**src/rtl/sram_bist_pkg.sv**
```systemverilog
// Shared definitions for the March C- SRAM BIST: FSM states, element encoding
// and default geometry.
package sram_bist_pkg;

   localparam int unsigned DEF_DATA_WIDTH = 64;
   localparam int unsigned DEF_ADDR_WIDTH = 8;

   typedef enum logic [1:0] {
      ST_IDLE,
      ST_RUN,
      ST_DRAIN,
      ST_DONE
   } state_t;

   typedef logic [2:0] elem_idx_t;

   localparam elem_idx_t LAST_ELEM = 3'd5;

   typedef struct packed {
      logic down;
      logic has_rd;
      logic has_wr;
      logic rd_pol;
      logic wr_pol;
   } elem_t;

   function automatic logic is_down(elem_idx_t idx);
      return (idx == 3'd3) || (idx == 3'd4);
   endfunction

   // M0 up(w0); M1 up(r0,w1); M2 up(r1,w0); M3 down(r0,w1); M4 down(r1,w0); M5 up(r0)
   function automatic elem_t march_elem(elem_idx_t idx);
      elem_t e;
      e.down = is_down(idx);
      case (idx)
         3'd0:    begin e.has_rd = 1'b0; e.has_wr = 1'b1; e.rd_pol = 1'b0; e.wr_pol = 1'b0; end
         3'd1:    begin e.has_rd = 1'b1; e.has_wr = 1'b1; e.rd_pol = 1'b0; e.wr_pol = 1'b1; end
         3'd2:    begin e.has_rd = 1'b1; e.has_wr = 1'b1; e.rd_pol = 1'b1; e.wr_pol = 1'b0; end
         3'd3:    begin e.has_rd = 1'b1; e.has_wr = 1'b1; e.rd_pol = 1'b0; e.wr_pol = 1'b1; end
         3'd4:    begin e.has_rd = 1'b1; e.has_wr = 1'b1; e.rd_pol = 1'b1; e.wr_pol = 1'b0; end
         default: begin e.has_rd = 1'b1; e.has_wr = 1'b0; e.rd_pol = 1'b0; e.wr_pol = 1'b0; end
      endcase
      return e;
   endfunction

endpackage

```
**src/rtl/sram_march_bist_if.sv**
```systemverilog
// SRAM BIST port bundle: master = BIST controller, slave = SRAM.
interface sram_march_bist_if
   import sram_bist_pkg::*;
#(
   parameter int unsigned P_DATA_WIDTH = DEF_DATA_WIDTH,
   parameter int unsigned P_ADDR_WIDTH = DEF_ADDR_WIDTH
);

   logic                    A_BIST_EN;
   logic                    A_BIST_MEN;
   logic                    A_BIST_WEN;
   logic                    A_BIST_REN;
   logic [P_ADDR_WIDTH-1:0] A_BIST_ADDR;
   logic [P_DATA_WIDTH-1:0] A_BIST_DIN;
   logic [P_DATA_WIDTH-1:0] A_BIST_BM;
   logic [P_DATA_WIDTH-1:0] A_DOUT;

   modport master (
      output A_BIST_EN, A_BIST_MEN, A_BIST_WEN, A_BIST_REN,
      output A_BIST_ADDR, A_BIST_DIN, A_BIST_BM,
      input  A_DOUT
   );

   modport slave (
      input  A_BIST_EN, A_BIST_MEN, A_BIST_WEN, A_BIST_REN,
      input  A_BIST_ADDR, A_BIST_DIN, A_BIST_BM,
      output A_DOUT
   );

endinterface

```
**src/rtl/sram_bist_cmp.sv**
```systemverilog
// Read-data checker: registers the expected word with the read, compares
// A_DOUT one cycle later and captures the first failing address.
module sram_bist_cmp
   import sram_bist_pkg::*;
#(
   parameter int unsigned P_DATA_WIDTH = DEF_DATA_WIDTH,
   parameter int unsigned P_ADDR_WIDTH = DEF_ADDR_WIDTH
) (
   input  logic                    clk,
   input  logic                    rst,
   input  logic                    clear,
   input  logic                    rd_vld,
   input  logic                    rd_pol,
   input  logic [P_ADDR_WIDTH-1:0] rd_addr,
   input  logic [P_DATA_WIDTH-1:0] dout,
   output logic                    fail,
   output logic [P_ADDR_WIDTH-1:0] fail_addr
);

   logic                    chk_vld;
   logic [P_DATA_WIDTH-1:0] chk_exp;
   logic [P_ADDR_WIDTH-1:0] chk_addr;

   always_ff @(posedge clk or posedge rst) begin
      if (rst) begin
         chk_vld   <= 1'b0;
         chk_exp   <= '0;
         chk_addr  <= '0;
         fail      <= 1'b0;
         fail_addr <= '0;
      end else begin
         chk_vld  <= rd_vld;
         chk_exp  <= {P_DATA_WIDTH{rd_pol}};
         chk_addr <= rd_addr;
         if (clear) begin
            fail      <= 1'b0;
            fail_addr <= '0;
         end else if (chk_vld && (dout != chk_exp)) begin
            fail <= 1'b1;
            if (!fail) fail_addr <= chk_addr;
         end
      end
   end

endmodule

```
**src/rtl/sram_march_bist.sv**
```systemverilog
// March C- BIST controller: one registered SRAM operation per cycle across six
// March elements, with a one-cycle drain for the final read compare.
module sram_march_bist
   import sram_bist_pkg::*;
#(
   parameter int unsigned P_DATA_WIDTH = DEF_DATA_WIDTH,
   parameter int unsigned P_ADDR_WIDTH = DEF_ADDR_WIDTH
) (
   input  logic                    A_BIST_CLK,
   input  logic                    A_BIST_RST,
   input  logic                    START,
   sram_march_bist_if.master       mem,
   output logic                    BUSY,
   output logic                    DONE,
   output logic                    FAIL,
   output logic [P_ADDR_WIDTH-1:0] FAIL_ADDR
);

   state_t                  state_q, state_d;
   elem_idx_t               elem_q, elem_d;
   logic [P_ADDR_WIDTH-1:0] ptr_q, ptr_d;
   logic                    phase_q, phase_d;
   logic                    last_q, last_d;
   logic                    en_q, en_d, men_q, men_d, wen_q, wen_d, ren_q, ren_d;
   logic [P_ADDR_WIDTH-1:0] addr_q, addr_d;
   logic [P_DATA_WIDTH-1:0] din_q, din_d, bm_q, bm_d;
   logic                    rd_pol_q, rd_pol_d;
   logic                    done_q, done_d;

   logic                    start_ok, issue, is_rd, is_wr, addr_end, second_pending;
   elem_idx_t               cur_elem, elem_inc;
   logic [P_ADDR_WIDTH-1:0] cur_ptr;
   logic                    cur_phase;
   elem_t                   e;

   always_ff @(posedge A_BIST_CLK or posedge A_BIST_RST) begin
      if (A_BIST_RST) begin
         state_q  <= ST_IDLE;
         elem_q   <= '0;
         ptr_q    <= '0;
         phase_q  <= 1'b0;
         last_q   <= 1'b0;
         en_q     <= 1'b0;
         men_q    <= 1'b0;
         wen_q    <= 1'b0;
         ren_q    <= 1'b0;
         addr_q   <= '0;
         din_q    <= '0;
         bm_q     <= '0;
         rd_pol_q <= 1'b0;
         done_q   <= 1'b0;
      end else begin
         state_q  <= state_d;
         elem_q   <= elem_d;
         ptr_q    <= ptr_d;
         phase_q  <= phase_d;
         last_q   <= last_d;
         en_q     <= en_d;
         men_q    <= men_d;
         wen_q    <= wen_d;
         ren_q    <= ren_d;
         addr_q   <= addr_d;
         din_q    <= din_d;
         bm_q     <= bm_d;
         rd_pol_q <= rd_pol_d;
         done_q   <= done_d;
      end
   end

   // The accepting edge already registers op 0, so the pointer is forced to
   // the March origin when START is taken.
   always_comb begin
      start_ok       = START && ((state_q == ST_IDLE) || (state_q == ST_DONE));
      cur_elem       = start_ok ? '0 : elem_q;
      cur_ptr        = start_ok ? '0 : ptr_q;
      cur_phase      = start_ok ? 1'b0 : phase_q;
      e              = march_elem(cur_elem);
      is_rd          = e.has_rd && !cur_phase;
      is_wr          = e.has_wr && (cur_phase || !e.has_rd);
      addr_end       = e.down ? (cur_ptr == '0) : (cur_ptr == '1);
      second_pending = e.has_rd && e.has_wr && !cur_phase;
      elem_inc       = cur_elem + 3'd1;

      state_d  = state_q;
      elem_d   = elem_q;
      ptr_d    = ptr_q;
      phase_d  = phase_q;
      last_d   = last_q;
      en_d     = en_q;
      men_d    = 1'b0;
      wen_d    = 1'b0;
      ren_d    = 1'b0;
      addr_d   = '0;
      din_d    = '0;
      bm_d     = '0;
      rd_pol_d = 1'b0;
      done_d   = done_q;
      issue    = 1'b0;

      case (state_q)
         ST_IDLE, ST_DONE: begin
            if (start_ok) begin
               state_d = ST_RUN;
               en_d    = 1'b1;
               done_d  = 1'b0;
               issue   = 1'b1;
            end
         end
         ST_RUN: begin
            if (last_q) state_d = ST_DRAIN;
            else        issue   = 1'b1;
         end
         ST_DRAIN: begin
            state_d = ST_DONE;
            en_d    = 1'b0;
            done_d  = 1'b1;
         end
         default: state_d = ST_IDLE;
      endcase

      if (issue) begin
         men_d    = 1'b1;
         wen_d    = is_wr;
         ren_d    = is_rd;
         addr_d   = cur_ptr;
         din_d    = is_wr ? {P_DATA_WIDTH{e.wr_pol}} : '0;
         bm_d     = is_wr ? '1 : '0;
         rd_pol_d = e.rd_pol;
         last_d   = (cur_elem == LAST_ELEM) && addr_end && !second_pending;
         elem_d   = cur_elem;
         ptr_d    = cur_ptr;
         phase_d  = 1'b0;
         if (second_pending) begin
            phase_d = 1'b1;
         end else if (addr_end) begin
            elem_d = elem_inc;
            ptr_d  = is_down(elem_inc) ? '1 : '0;
         end else begin
            ptr_d  = e.down ? cur_ptr - P_ADDR_WIDTH'(1) : cur_ptr + P_ADDR_WIDTH'(1);
         end
      end
   end

   sram_bist_cmp #(
      .P_DATA_WIDTH(P_DATA_WIDTH),
      .P_ADDR_WIDTH(P_ADDR_WIDTH)
   ) u_cmp (
      .clk      (A_BIST_CLK),
      .rst      (A_BIST_RST),
      .clear    (start_ok),
      .rd_vld   (ren_q),
      .rd_pol   (rd_pol_q),
      .rd_addr  (addr_q),
      .dout     (mem.A_DOUT),
      .fail     (FAIL),
      .fail_addr(FAIL_ADDR)
   );

   assign mem.A_BIST_EN   = en_q;
   assign mem.A_BIST_MEN  = men_q;
   assign mem.A_BIST_WEN  = wen_q;
   assign mem.A_BIST_REN  = ren_q;
   assign mem.A_BIST_ADDR = addr_q;
   assign mem.A_BIST_DIN  = din_q;
   assign mem.A_BIST_BM   = bm_q;
   assign BUSY            = (state_q == ST_RUN) || (state_q == ST_DRAIN);
   assign DONE            = done_q;

endmodule

```
**src/flat_wrapper.sv**
```systemverilog
// flat-port wrapper written by rule: the top's interface ports become plain ports
module sram_march_bist_flat import sram_bist_pkg::*;
#(
   parameter int unsigned P_DATA_WIDTH = DEF_DATA_WIDTH,
   parameter int unsigned P_ADDR_WIDTH = DEF_ADDR_WIDTH
)
  (A_BIST_CLK, A_BIST_RST, START, BUSY, DONE, FAIL, FAIL_ADDR, mem_A_BIST_EN, mem_A_BIST_MEN, mem_A_BIST_WEN, mem_A_BIST_REN, mem_A_BIST_ADDR, mem_A_BIST_DIN, mem_A_BIST_BM, mem_A_DOUT);
  sram_march_bist_if #(.P_DATA_WIDTH(P_DATA_WIDTH), .P_ADDR_WIDTH(P_ADDR_WIDTH)) mem_i ();
  input  logic A_BIST_CLK;
  input  logic A_BIST_RST;
  input  logic START;
  output logic BUSY;
  output logic DONE;
  output logic FAIL;
  output logic [P_ADDR_WIDTH-1:0] FAIL_ADDR;
  output wire logic [$bits(mem_i.A_BIST_EN)-1:0] mem_A_BIST_EN;
  output wire logic [$bits(mem_i.A_BIST_MEN)-1:0] mem_A_BIST_MEN;
  output wire logic [$bits(mem_i.A_BIST_WEN)-1:0] mem_A_BIST_WEN;
  output wire logic [$bits(mem_i.A_BIST_REN)-1:0] mem_A_BIST_REN;
  output wire logic [$bits(mem_i.A_BIST_ADDR)-1:0] mem_A_BIST_ADDR;
  output wire logic [$bits(mem_i.A_BIST_DIN)-1:0] mem_A_BIST_DIN;
  output wire logic [$bits(mem_i.A_BIST_BM)-1:0] mem_A_BIST_BM;
  input wire logic [$bits(mem_i.A_DOUT)-1:0] mem_A_DOUT;
  assign mem_A_BIST_EN = mem_i.A_BIST_EN;
  assign mem_A_BIST_MEN = mem_i.A_BIST_MEN;
  assign mem_A_BIST_WEN = mem_i.A_BIST_WEN;
  assign mem_A_BIST_REN = mem_i.A_BIST_REN;
  assign mem_A_BIST_ADDR = mem_i.A_BIST_ADDR;
  assign mem_A_BIST_DIN = mem_i.A_BIST_DIN;
  assign mem_A_BIST_BM = mem_i.A_BIST_BM;
  assign mem_i.A_DOUT = mem_A_DOUT;
  sram_march_bist #(.P_DATA_WIDTH(P_DATA_WIDTH), .P_ADDR_WIDTH(P_ADDR_WIDTH)) u_core (.A_BIST_CLK(A_BIST_CLK), .A_BIST_RST(A_BIST_RST), .START(START), .mem(mem_i), .BUSY(BUSY), .DONE(DONE), .FAIL(FAIL), .FAIL_ADDR(FAIL_ADDR));
endmodule
```
**config.mk**
```make
export PLATFORM = sky130hd
export DESIGN_NAME = sram_march_bist_flat
export DESIGN_NICKNAME = d
export VERILOG_FILES = /design/src/rtl/sram_bist_pkg.sv /design/src/rtl/sram_march_bist_if.sv /design/src/rtl/sram_bist_cmp.sv /design/src/rtl/sram_march_bist.sv /design/src/flat_wrapper.sv
export SDC_FILE = /design/constraint.sdc
export NUM_CORES = 1
export LEC_CHECK = 0
export BUFFER_PORTS_ARGS = -buffer_cell sky130_fd_sc_hd__buf_4
export CELL_PAD_IN_SITES_DETAIL_PLACEMENT = 1
export CELL_PAD_IN_SITES_GLOBAL_PLACEMENT = 2
export CORE_MARGIN = 1
export CORE_UTILIZATION = 24
export CTS_CLUSTER_DIAMETER = 60
export DETAILED_ROUTE_END_ITERATION = 7
export PLACE_DENSITY = 0.82
export SLEW_MARGIN = 15
export SYNTH_ARGS = -nofsm -noshare
export SYNTH_HDL_FRONTEND = slang
export SYNTH_SLANG_ARGS = --single-unit
```
**constraint.sdc**
```tcl
create_clock -name A_BIST_CLK -period 4.95 [get_ports A_BIST_CLK]
set_input_delay 0.2475 -clock A_BIST_CLK [delete_from_list [all_inputs] [get_ports A_BIST_CLK]]
set_output_delay 0.2475 -clock A_BIST_CLK [all_outputs]
set_load 0.02 [all_outputs]
```
* Yosys cells after proc, flatten, opt, wreduce, memory -nomap -nowiden
Index checks and enable logic that the tools add are counted.
** Storage, ports and cells
- Flip-flop bits (word level) :: 176
- Latch bits :: 0
- Memory bits (writable) :: 0
- Bits in read-only memories :: 0
- Input bits :: 67
- Output and inout bits :: 151
- Word-level logic and storage cells :: 100
- Memories kept :: 0
** Operators by class
- $add $sub $neg :: 3
- Multiply operators :: 0
- Div/mod/pow operators :: 0
- Order comparisons :: 0
- Equality and inequality tests :: 15
- Shift operators :: 0
- Multiplexer cells :: 36
- Bitwise logic cells :: 0
- Reduce and logical (&&, ||, !) cells :: 27
** Operators by type and width (number)
- two-way mux 64 bit :: 4
- two-way mux 8 bit :: 9
- inequality test 64 bit :: 1
- two-way mux 1 bit :: 13
- case mux 4 bit (3 select lines) :: 1
- equality test 3 x 2 -> 1 bit, second input constant :: 3
- equality test 3 bit, second input constant :: 3
- two-way mux 3 bit :: 3
- adder 8 x 1 -> 8 bit, second input constant :: 1
- equality test 8 bit, second input constant :: 1
- logical AND 1 bit :: 8
- zero test 8 bit :: 1
- subtractor 8 x 1 -> 8 bit, second input constant :: 1
- inequality test 2 x 1 -> 1 bit, second input constant :: 3
- case mux 1 bit (2 select lines) :: 3
- case mux 2 bit (3 select lines) :: 1
- AND reduction 2 bit :: 3
- OR reduction 2 bit :: 3
- logical OR 1 bit :: 5
- equality test 2 bit, second input constant :: 2
- two-way mux 2 bit :: 2
- nonzero test 2 bit :: 2
- adder 3 x 1 -> 3 bit, second input constant :: 1
- equality test 3 x 1 -> 1 bit, second input constant :: 1
- 4 further kinds :: 6

* Longest topological paths before layout
- Depth after elaboration :: 12
- Depth in mapped cells :: 19
- Mapped depth without buffers :: 16

* Cells and area by module
From an unflattened synthesis, not the netlist that was laid out.
** Second synthesis, totals
- Cell total of the unflattened synthesis :: 430
- Area, all modules :: 3881.2 µm²
** Modules (own cells, without submodules)
- sram_march_bist :: instances 1, cells each 319, area each 2790.2 µm², seq. area each 750.7 µm²
- sram_bist_cmp :: instances 1, cells each 111, area each 1091.0 µm², seq. area each 475.5 µm²

* Worst setup path after synthesis
No wires, ideal clock.
- Path kind :: register to register
- Start point :: register u_core.state_q[0]
- End point :: register u_core.ptr_q[7]
- Library setup time :: 0.134 ns
- Arrival time :: 3.405 ns
- Required time :: 4.816 ns
- Setup slack :: 1.411 ns
- Cell stages (with the launch flop) :: 19
- Buffers on the path :: 3
- Period minus slack after synthesis :: 3.539 ns
- Cells stage by stage :: dfrtp_1 inv_1 ha_1 buf_2 nand2_1 clkbuf_1 nand2_1 inv_1 ha_1 clkbuf_1 nand2_1 nand2_1 ha_1 and4b_1 a311o_1 a31oi_1 o21ai_0 nand4_1 o211ai_1
** Between the ends
- Longest elaborated chain between the ends :: 10
- Elaborated cells between the ends (all ways) :: 36
- Those cells by class :: add/sub: 3; eq/ne: 9; mux: 11; reduce/logical: 13
** Ends and longest elaborated chain
- from (decl) :: RTL line sram_march_bist.sv:19 : state_t state_q, state_d;
- from (signal assigned) :: RTL line sram_march_bist.sv:53 : state_q <= state_d;
- equality test 2 bit / zero test 2 bit (equally long branches) :: RTL line sram_march_bist.sv:73, sram_march_bist.sv:100
- logical OR 1 bit :: RTL line sram_march_bist.sv:73 : start_ok = START && ((state_q == ST_IDLE) || (state_q == ST_DONE));
- logical AND 1 bit :: RTL line sram_march_bist.sv:73
- two-way mux 3 bit :: RTL line sram_march_bist.sv:74 : cur_elem = start_ok ? '0 : elem_q;
- adder 3 x 1 -> 3 bit (tied with other cells) :: RTL line sram_march_bist.sv:82 : elem_inc = cur_elem + 3'd1;
- equality test 3 x 2 -> 1 bit (tied with other cells) :: RTL line sram_bist_pkg.sv:28 : return (idx == 3'd3) || (idx == 3'd4);
- logical OR 1 bit / case mux 4 bit (3 select lines) (equally long branches) :: RTL line sram_bist_pkg.sv:28, sram_bist_pkg.sv:35
- two-way mux 8 bit / logical AND 1 bit (equally long branches) :: RTL line sram_march_bist.sv:137, sram_march_bist.sv:81
- two-way mux 8 bit / logical AND 1 bit (equally long branches) :: RTL line sram_march_bist.sv:135, sram_march_bist.sv:81
- two-way mux 8 bit :: RTL line sram_march_bist.sv:133 : if (second_pending) begin
- to (signal assigned) :: RTL line sram_march_bist.sv:55 : ptr_q <= ptr_d;
- to (decl) :: RTL line sram_march_bist.sv:21 : logic [P_ADDR_WIDTH-1:0] ptr_q, ptr_d;
Several ways; a longest one is shown, not always the timed one.
A chain may end at the register's enable or synchronous reset.

* Worst setup path after layout
- Start point :: register u_core.state_q[0]
- End point :: register u_core.ptr_q[3]
Same word-level chain as after synthesis.

==> summary.md <==
| Metric | Value |
|---|---|
| Layout area overhead | `27.5%` |
| Max-Cap Viols | `0` |
| Final setup vio count | `0` |
| Yosys warns | `0` |
| Final ANT Viol Nets | `0` |
| First-pass GRT wire length | `17400 um` |
| Clock root buffer | `clkbuf_16` |
| Global Route Usage Sum | `13.3%` |
| Post-route design area | `5010 um^2` |
| Fin crit share | `80.9%` |
| Sequential area share after synthesis | `31.2%` |
| Ranking of synthesized cells by area | `dfrtp_1, buf_4, ha_1` |
| Final Skew | `0.00627 ns` |
| Distinct cells, synth | `54` |
| Mapped Cells | `452` |
| Lkg Pwr | `0.00246 uW` |
| Clk_lat worst skew | `0.29 ns` |
| Residual DRC count | `0` |
| Startpoint Class | `flip-flop` |
| Final Max Slew Viols | `0` |
| Commonest non-fill, non-tap cell in the layout | `buf_4` |
| Initial Utilization | `24.6%` |
| Post-synthesis register bit count | `49` |
| Clock slew at reported path FFs | `0.07 ns` |
| IO Pins | `218` |
| Sw Ratio | `44.7%` |
| Drt first pass iters | `4` |
| CP arrival | `4.16 ns` |
| Min Clock Period, post-route | `4.01 ns` |
| Slew @ Worst Pin | `0.967 ns` |
| Worst setup margin | `0.944 ns` |
| Status | `finished clean` |
| Die area | `16900 um^2` |
| Sequential Power Share | `26.3%` |
| Cell-internal power | `1240 uW` |
| Mean post-synth cell area | `8.69 um^2` |
| Commonest non-fill, non-tap cells in the layout | `buf_4, dfrtp_1, nand2_1, nor2_1, o21ai_0` |
| Number of port buffers | `217` |
| Area of the multi-input gates | `1630 um^2` |
| Pwr/cell area | `449 nW/um^2` |
| Final WL | `11800 um` |
| Diodes inserted | `0` |
| Max transition margin | `35.5%` |
| Share of layout cells above drive strength 1 | `45.1%` |
| CTS sink cnt | `49` |
| Hold Fails Final Rpt | `0` |
| Worst vdd ir | `0.000172 V` |
| Placed cell area | `4810 um^2` |
| Hold-fix buffers, CTS | `0` |
| Sw power | `1000 uW` |
| Dpl ws | `1.01 ns` |
| GRT overflow | `0` |
| Mapped cell area | `3930 um^2` |
| Final Util | `31.4%` |
| Core Region | `15900 um^2` |
| Post-CTS Setup Inserts | `0` |
| Fmax | `250 MHz` |
| Detailed Place HPWL | `9290 um` |
| CTS resizes | `0` |
| Unrepaired setup endpoints after global routing | `false` |
| Largest net degree at the start of global routing | `66` |
| Synth area leader | `dfrtp_1` |
| Num rows | `46` |
| Synth top area share | `31.2%` |
| Comb power frac | `53.8%` |
| Vias | `3362` |
| Vias in the first global route | `3230` |
| Area occupied by registers | `1230 um^2` |
| Clk buf depth | `2` |
| Crit Path Max Fanout | `15` |
| DIE WIDTH | `130 um` |
| Ys async rst share | `100%` |
| Post-synth top flop | `dfrtp_1` |
| 1st-iter DRT viols | `166` |
| Setup TNS | `0 ns` |
| CTS tree | `done` |
| EDFF count, synth | `0` |
| Avg Vias per Cell | `4.47` |
| Worst Hold Slack | `0.104 ns` |
| Crit path kind | `reg2reg` |
| H-tree Lvls | `2` |
| GP Congestion | `0.836` |
| WL/cell | `15.6 um` |
| WP data required | `5.11 ns` |
| TritonCTS buffer count | `5` |
| Synthesized net count | `533` |
| Fill cell total of the finished layout | `1877` |
| Final nets | `616` |
| Worst min path class | `in2async` |
| Die Span Y | `130 um` |
| Initial antenna violation count | `0` |
| Clock power frac | `19.9%` |
| Critical Path Sink Type | `flip-flop` |
## sequential cells by signal, indices dropped and copies added, names as in the netlist, 2 cells and up
register,cells
u_core.elem_q,3
u_core.state_q,2
u_core.mem.A_BIST_ADDR,8
u_core.u_cmp.chk_addr,8
u_core.ptr_q,8
u_core.u_cmp.fail_addr,8
## per-layer routing
layer / vias up / track usage, % / part of all wire [%]
li1: 1595 / - / -
met1: 1623 / 14.8 / 39
met2: 128 / 25.9 / 53
met3: 16 / 1.76 / 6.1
met4: 0 / 4.04 / 1.7
met5: - / 0 / 0
## worst max-delay path, cell delays in order (launching register included)
cell	delay, ns
dfrtp_1	0.38
inv_1	0.06
ha_1	0.44
nand2_1	0.38
nand2_1	0.30
inv_1	0.12
ha_1	0.32
nand2_1	0.10
nand2_1	0.13
ha_1	0.40
and4b_1	0.24
a311o_1	0.36
xor2_1	0.19
a21oi_1	0.22
o21ai_0	0.10
o2bb2ai_1	0.14
## logic make-up (layout without fill, tap and decap cells)
| family | Yosys count | in the layout | share of synthesized area, % |
|---|---|---|---|
| AO/OA/AOI/OAI | 68 | 68 | 12.0 |
| XOR/XNOR | 10 | 10 | 2.23 |
| adder cells (fa/ha/maj) | 14 | 14 | 4.46 |
| buffers and inverters | 156 | 240 | 27.3 |
| flip-flops | 49 | 49 | 31.2 |
| multiplexers | 15 | 15 | 3.89 |
| AND/OR/NAND/NOR | 140 | 140 | 18.8 |
## worst paths after layout
check	cells past startpoint	endpoint	slack (ns)	from
hold reg to reg	0	u_core.u_cmp.chk_exp[0]	0.35	u_core.rd_pol_q
setup reg to reg	15	u_core.ptr_q[3]	0.94	u_core.state_q[0]
hold / removal	2	u_core.u_cmp.fail_addr[5]	0.10	A_BIST_RST
setup / recovery	15	u_core.ptr_q[3]	0.94	u_core.state_q[0]
max in group asynchronous	2	u_core.mem.A_BIST_BM[62]	4.30	A_BIST_RST
min in group A_BIST_CLK	3	u_core.state_q[0]	0.35	START
## power by group through the flow
stage	Sequential, uW	Combinational [uW]	Clock, uW
floorplan	572	1010	0
global placement	590	1200	0
detailed placement	600	1220	0
CTS	593	1220	462
global route	609	1300	473
finish	591	1210	448
## per-stage QoR
| step | std cells | total power, uW |
|---|---|---|
| 4_1_cts | 752 | 2280 |
| 2_1_floorplan | 452 | 1580 |
| 5_1_grt | 752 | 2380 |
| 3_5_place_dp | 744 | 1820 |
| 6_report | 752 | 2250 |
| 3_3_place_gp | 744 | 1790 |
## synthesized netlist by cell type, types with 2 or more instances
master,number
buf_4,128
dfrtp_1,49
nand2_1,30
nor2_1,29
o21ai_0,17
a21oi_1,14
ha_1,14
inv_1,14
mux2i_1,13
nor3_1,13
nand3_1,10
nand4_1,10
or3_1,10
and2_1,9
nor4_1,8
a22oi_1,7
clkbuf_1,7
or4_1,7
buf_2,6
o22ai_1,6
xnor2_1,5
xor2_1,5
nand2b_1,4
o21ai_1,3
a21bo_2,2
nand3b_1,2
nor4_2,2
o2bb2ai_1,2
## cell type report
class | instances | area share, %
clock buffers | 5 | 2.50
flip-flops and latches | 49 | 24.5
well taps | 216 | 5.40
inverters | 15 | 1.15
clock inverters | 3 | 1.37
multi-input cells | 247 | 32.5
repair buffers | 217 | 32.5
(Power assumes the default switching activity.)
